## src/rtl/contador_varredura_display.sv

```systemverilog
// Scan sequencer for a 4-position seven-segment display: steps the position select at a
// prescaled rate and blanks every anode for APAGAR cycles around each select change.
module contador_varredura_display #(
  parameter int unsigned DIVISOR = 50000,
  parameter int unsigned APAGAR  = 4
) (
  input  logic       clk,
  input  logic       reset,
  input  logic       habilitar,
  input  logic       reiniciar,
  output logic       saida1Contador,
  output logic       saida2Contador,
  output logic [3:0] anodo,
  output logic       apagado,
  output logic       fim_ciclo
);

  localparam int unsigned PresW = (DIVISOR > 1) ? $clog2(DIVISOR) : 1;
  localparam logic [PresW-1:0] PresMax = PresW'(DIVISOR - 1);
  localparam logic [7:0] ApagMax = 8'(APAGAR - 1);

  typedef enum logic [1:0] {
    StApagando,
    StAceso,
    StParado
  } state_e;

  state_e           state_q;
  logic [1:0]       pos_q;
  logic [PresW-1:0] cnt_pres_q;
  logic [7:0]       cnt_apag_q;
  logic [3:0]       anodo_q;
  logic             apagado_q;
  logic             fim_q;

  function automatic logic [3:0] anodo_de(input logic [1:0] p);
    return ~(4'b0001 << p);
  endfunction

  always_ff @(posedge clk) begin
    if (reset) begin
      state_q    <= StApagando;
      pos_q      <= 2'd0;
      cnt_pres_q <= '0;
      cnt_apag_q <= '0;
      anodo_q    <= 4'b1111;
      apagado_q  <= 1'b1;
      fim_q      <= 1'b0;
    end else if (reiniciar) begin
      // Restart cancels any pending wrap, so no fim_ciclo pulse here.
      state_q    <= habilitar ? StApagando : StParado;
      pos_q      <= 2'd0;
      cnt_pres_q <= '0;
      cnt_apag_q <= '0;
      anodo_q    <= 4'b1111;
      apagado_q  <= 1'b1;
      fim_q      <= 1'b0;
    end else if (!habilitar) begin
      state_q    <= StParado;
      cnt_pres_q <= '0;
      cnt_apag_q <= '0;
      anodo_q    <= 4'b1111;
      apagado_q  <= 1'b1;
      fim_q      <= 1'b0;
    end else begin
      unique case (state_q)
        StApagando: begin
          fim_q <= 1'b0;
          if (cnt_apag_q == ApagMax) begin
            state_q    <= StAceso;
            cnt_apag_q <= '0;
            cnt_pres_q <= '0;
            anodo_q    <= anodo_de(pos_q);
            apagado_q  <= 1'b0;
          end else begin
            cnt_apag_q <= cnt_apag_q + 8'd1;
          end
        end
        StAceso: begin
          if (cnt_pres_q == PresMax) begin
            // Select moves only as the anodes go dark, so the decoder never shows ghosts.
            state_q    <= StApagando;
            pos_q      <= pos_q + 2'd1;
            cnt_pres_q <= '0;
            cnt_apag_q <= '0;
            anodo_q    <= 4'b1111;
            apagado_q  <= 1'b1;
            fim_q      <= (pos_q == 2'd3);
          end else begin
            cnt_pres_q <= cnt_pres_q + PresW'(1);
            fim_q      <= 1'b0;
          end
        end
        StParado: begin
          state_q    <= StApagando;
          cnt_pres_q <= '0;
          cnt_apag_q <= '0;
          anodo_q    <= 4'b1111;
          apagado_q  <= 1'b1;
          fim_q      <= 1'b0;
        end
        default: begin
          state_q    <= StApagando;
          cnt_pres_q <= '0;
          cnt_apag_q <= '0;
          anodo_q    <= 4'b1111;
          apagado_q  <= 1'b1;
          fim_q      <= 1'b0;
        end
      endcase
    end
  end

  assign saida1Contador = pos_q[1];
  assign saida2Contador = pos_q[0];
  assign anodo          = anodo_q;
  assign apagado        = apagado_q;
  assign fim_ciclo      = fim_q;

endmodule

```

## config.mk

```make
export PLATFORM = sky130hd
export DESIGN_NAME = contador_varredura_display
export DESIGN_NICKNAME = d
export VERILOG_FILES = /design/src/rtl/contador_varredura_display.sv
export SDC_FILE = /design/constraint.sdc
export NUM_CORES = 1
export LEC_CHECK = 0
export CAP_MARGIN = 20
export CORE_UTILIZATION = 65
export CTS_CLUSTER_DIAMETER = 50
export DETAILED_ROUTE_END_ITERATION = 10
export DONT_BUFFER_PORTS = 1
export PLACE_DENSITY = 0.88
export SYNTH_ARGS = -nofsm -noshare
export SYNTH_HDL_FRONTEND = slang
export SYNTH_SLANG_ARGS = --single-unit
```

## constraint.sdc

```tcl
create_clock -name clk -period 4.5 [get_ports clk]
set_input_delay 0.45 -clock clk [delete_from_list [all_inputs] [get_ports clk]]
set_output_delay 0.45 -clock clk [all_outputs]
set_load 0.01 [all_outputs]
```

Word-level counts from Yosys, hierarchy flattened
Cells that the tools add are included.
W data, S select, Z words.
- logic and storage cells: 48
- output and inout bits: 8
- register bits: 34
- input port bits: 4
- shift-type cells: 1
- add/sub/neg operators: 3
- bitwise operators: 4
- equality and inequality tests: 8
- reduce and logical (&&, ||, !) cells: 7
- multiplexer cells: 18
- operators with widths (cell ; count):
    $mux W16 ; 2
    $pmux W16 S2 ; 1
    $add A16 B1 Y16 const B ; 1
    $eq A16 B16 Y1 const B ; 1
    $mux W8 ; 2
    $pmux W8 S2 ; 1
    $mux W2 ; 5
    $add A8 B1 Y8 const B ; 1
    $eq A8 B2 Y1 const B ; 1
    $mux W4 ; 2
    $ne A4 B4 Y1 const B ; 2
    $pmux W4 S2 ; 1
    $reduce_or A5 Y1 ; 1
    $ne A2 B2 Y1 const B ; 2
    $not A4 Y4 ; 1
    $pmux W2 S2 ; 1
    $reduce_and A2 Y1 ; 2
    $shl A1 B2 Y4 const A ; 1
    $not A1 Y1 ; 3
    $reduce_and A3 Y1 ; 1
    $reduce_or A3 Y1 ; 1
    $add A2 B1 Y2 const B ; 1
    $eq A2 B1 Y1 const B ; 1
    $eq A2 B2 Y1 const B ; 1
    4 further kinds ; 5

Longest topological paths before layout
- depth after elaboration: 5
- depth in mapped cells: 8
- mapped depth without buffers: 5

Worst setup path before layout
OpenSTA, ideal clock, no wires.
- kind: reg2reg
- start: reg cnt_apag_q[0]
- end: reg cnt_pres_q[7]
- stages on the path, launching flop included: 9
- setup slack: 2707 ps
- data required time: 4426 ps
- clock period less this slack: 1793 ps
- path buffers: 3
- arrival: 1719 ps
- setup time: 74 ps
- cells stage by stage: dfxtp_1 > ha_1 > nor4b_2 > a211oi_2 > buf_6 > buf_2 > buf_2 > nand2_1 > a31oi_1
- longest elaborated chain between the ends: 2
- RTL lines (element ; RTL line ; RTL):
    from (decl) ; 31 ; logic [7:0] cnt_apag_q;
    from (signal assigned) ; 76 ; cnt_apag_q <= cnt_apag_q + 8'd1;
    $eq A8 B2 Y1 ; 69 ; if (cnt_apag_q == ApagMax) begin
    $ne A2 B2 Y1 (no line) ; - ;
    to (signal assigned) ; 90 ; cnt_pres_q <= cnt_pres_q + PresW'(1);
    to (decl) ; 30 ; logic [PresW-1:0] cnt_pres_q;
Every way passes these cells.
A chain may end at the register's enable or synchronous reset.

Final worst setup path
- start: reg cnt_pres_q[0]
- end: reg cnt_pres_q[10]
- longest elaborated chain between the ends: 3
- elaborated cells on any way between the ends: 4
- classes of those cells: add/sub: 1; eq/ne: 1; mux: 2
- RTL lines (element ; RTL line ; RTL):
    $add A16 B1 Y16 or $eq A16 B16 Y1 (tied branches) ; 90, 80 ;
    $mux W16 * ; 80 ; if (cnt_pres_q == PresMax) begin
    $pmux W16 S2 * ; 66 ; unique case (state_q)
Mark *: on every way between the ends. The rest lies on a longest branch, timed or not.

==> metrics.md <==
| Metric | Value |
|---|---|
| Buffers on Ports | 0 |
| Placed insts | 232 |
| Critical Path Sink Type | flop |
| Antenna diodes | 0 |
| CP arrival | 3.08 ns |
| Crit path kind | flop to flop |
| Unique cell type count in the Yosys netlist | 43 |
| Initial antenna violation count | 0 |
| Warnings from Yosys | 0 |
| Largest net degree at the start of global routing | 32 |
| Simple-gate area share of the yosys netlist | 31.3% |
| WP data required | 4.69 ns |
| Num CTS Buffers | 5 |
| Post-Syn Nets | 225 |
| Syn Inst Count | 215 |
| DR WL met2 | 2070 um |
| Post-synthesis compound-gate area fraction | 21.4% |
| IO Pins | 12 |
| Post-synthesis mux area share | 0% |
| Achievable frequency | 0.347 GHz |
| Sequential Area | 681 um^2 |
| Psw | 0.128 mW |
| TritonCTS clock tree | built |
| Design Area, Final | 0.00185 mm^2 |
| Vert. Die Dim | 54.4 um |
| Seq/Total Area, Yosys | 38.1% |
| Routability cong. | 0.854 |
| Final setup viols | 0 |
| Cell Count, Final, Fillers Out | 240 |
| Top cell type's share of synthesized area | 38.1% |
| Area of the die | 0.00296 mm^2 |
| Max-cap viol count | 0 |
| Fin. Hold Viols | 0 |
| Hold Crit Class | input pin to flop |
| Root buf cell | clkbuf_4 |
| Number of synthesized flops with an enable pin | 0 |
| TritonRoute pass-1 iters | 5 |
| Area of the multi-input gates | 0.00102 mm^2 |
| Top routing layer in use | met4 |
| Total wire length | 4140 um |
| Worst skew pair latency | 0.35 ns |
| Metal3 WL | 307 um |
| Post-synth top area cell | dfxtp_1 |
| Post-cts resize count | 0 |
| Final ANT Viol Nets | 0 |
| Clock slew seen by the registers of the worst setup and hold paths | 0.11 ns |
| CORE AREA | 0.00254 mm^2 |
| RSZ-0062 raised after global routing | no |
| Initial core utilization | 70.2% |
| Combinational family with the most area after synthesis | simple AND/OR/NAND/NOR gates |
| Post-Route Setup TNS | 0 ns |
| Post-CTS Hold Buffers | 0 |
| Post-DP Area | 0.00178 mm^2 |
| Count of H-tree levels built during CTS | 2 |
| Detailed-route via count | 1657 |
| Top-count cell post-synth | dfxtp_1 |
| Global-route wire length before repair | 6420 um |
| CP Max Fanout | 24 |
| Mapped cell area | 0.00179 mm^2 |
| Synth top area cells | dfxtp_1 (38%), ha_1 (4.2%), nand3_1 (4.2%), a21oi_1 (3.9%), nand2_1 (3.8%) |
| Clock sinks | 34 |
| Fillers | 191 |
| Row count | 18 |
| Worst-case clock buffer depth | 2 |
| Fin. max-slew vios | 0 |
| Int Power | 0.422 mW |
| Leak pwr | 0.559 nW |
| Nets | 219 |
| Seq cells post-synth | 34 |
| Post-synthesis area per instance | 8.30 um^2 |
| VDD IR max | 0.000304 V |
| Fraction of registers with async set/reset | 0% |
| Gr ovfl total | 0 |
| XOR/XNOR Fraction of Synth Area | 0% |
| Comb power frac | 3.6% |
| Via-per-instance ratio | 6.90 |
| Post-CTS setup buffer count | 0 |
| Area grow syn2layout | 3.78% |
| Avg WL per Cell | 17.3 um |
| Top FF cell, synth | dfxtp_1 |
| Worst Skew | 0.00740 ns |
| Aggregate global-route resource usage | 31.2% |
| Slew headroom | 28.9% |
| Setup crit start kind | flop |
| Worst-margin pin slew | 1.06 ns |
| Synth Area in Adders | 4.20% |
| Share of cells above drive strength 1 | 8.10% |
| Crit share post-route | 64.0% |
| Pwr Density | 297 mW/mm^2 |
| DRT iter0 DRCs | 109 |
| Power, Total | 0.550 mW |
| Sw Ratio | 23.3% |
| Status | complete, no violations |
| Number of global-route vias before repair | 1484 |
| Die Wd | 54.4 um |
| Hpwl dp | 2790 um |
| Clock share of power | 41.1% |
| M1 WL | 1710 um |
| Seq pwr share | 55.3% |
| Final Core Density | 72.8% |
| Top cells by count, synth | dfxtp_1 (34), nand2_1 (18), nand3_1 (15), nor2_1 (15), a21oi_1 (14) |
| DRC | 0 |
| Min Tclk post-route | 2.88 ns |
## path summary, 6_finish.rpt
| kind | to | cells after the start | start | slack (ns) |
|---|---|---|---|---|
| setup / recovery | cnt_pres_q[10] | 5 | cnt_pres_q[0] | 1.62 |
| hold / removal | state_q[1] | 1 | reset | 0.15 |
| setup reg to reg | cnt_pres_q[10] | 5 | cnt_pres_q[0] | 1.62 |
| hold reg to reg | cnt_pres_q[6] | 2 | cnt_pres_q[6] | 0.51 |
## worst max-delay path, stage by stage (launching register included)
cell	delay (ns)
dfxtp_1	0.41
ha_1	0.21
and3_1	0.31
nand4_1	0.78
a21oi_1	0.91
a211oi_1	0.11
## power by group through the flow
stage	clock network (mW)	registers, mW	logic, mW
after detailed placement	0	0.311	0.0198
after CTS	0.227	0.304	0.0198
final	0.226	0.304	0.0201
after global placement	0	0.311	0.0186
after floorplan	0	0.310	0.0171
after global routing	0.237	0.305	0.0217
## final cells by class
type | count | share of cell area, %
multi-input combinational | 161 | 55.2
sequential | 34 | 36.7
clock inverter | 3 | 2.16
clock buffer | 5 | 2.03
tap | 30 | 2.03
inverter | 5 | 1.01
timing repair buffer | 2 | 0.810
## stage by stage
stage,worst slack (ns),hold slack [ns]
finish,1.62,0.149
global placement,1.90,0.466
detailed placement,1.64,0.487
global route,1.39,0.129
floorplan,2.71,0.439
CTS,1.64,0.144
## flip-flops by register name (all words and copies together), names as in the netlist
name	cells
state_q	2
fim_ciclo	1
apagado	1
pos_q	2
cnt_pres_q	16
anodo	4
cnt_apag_q	8
## logic make-up (layout without fill, tap and decap cells)
group / after synthesis / in the layout
AO/OA/AOI/OAI: 57 / 57
adder cells (fa/ha/maj): 6 / 6
buffers and inverters: 20 / 15
flip-flops: 34 / 34
AND/OR/NAND/NOR: 98 / 98
## per-layer routing
layer / global-route usage [%] / up-vias
met4: 11.5 / 0
met5: 0 / -
li1: - / 800
met1: 35.7 / 780
met3: 11.1 / 7
met2: 52.8 / 70
## layout by cell type, fill, tap and decap left out, types with 2 or more instances in the layout
cell type and instances:
a21oi_1 14, or3_1 5, o31ai_1 6, o211ai_1 2, a311oi_1 2, buf_4 2
nand4_1 5, nor4_1 3, nor3_1 4, nand3_1 15, inv_1 5, o21ai_0 8
nand3b_1 2, nor2b_1 2, a211oi_1 8, clkbuf_4 5, dfxtp_1 34, nor4b_1 3
ha_1 6, a31oi_1 5, a32oi_1 2, a22oi_1 5, and3_1 4, clkinv_2 2
nand2_1 18, nand2b_1 4, and4_1 4, or4_1 5, o21a_1 2, nor2_1 15
No activity file was read; power rests on OpenSTA's default activity.
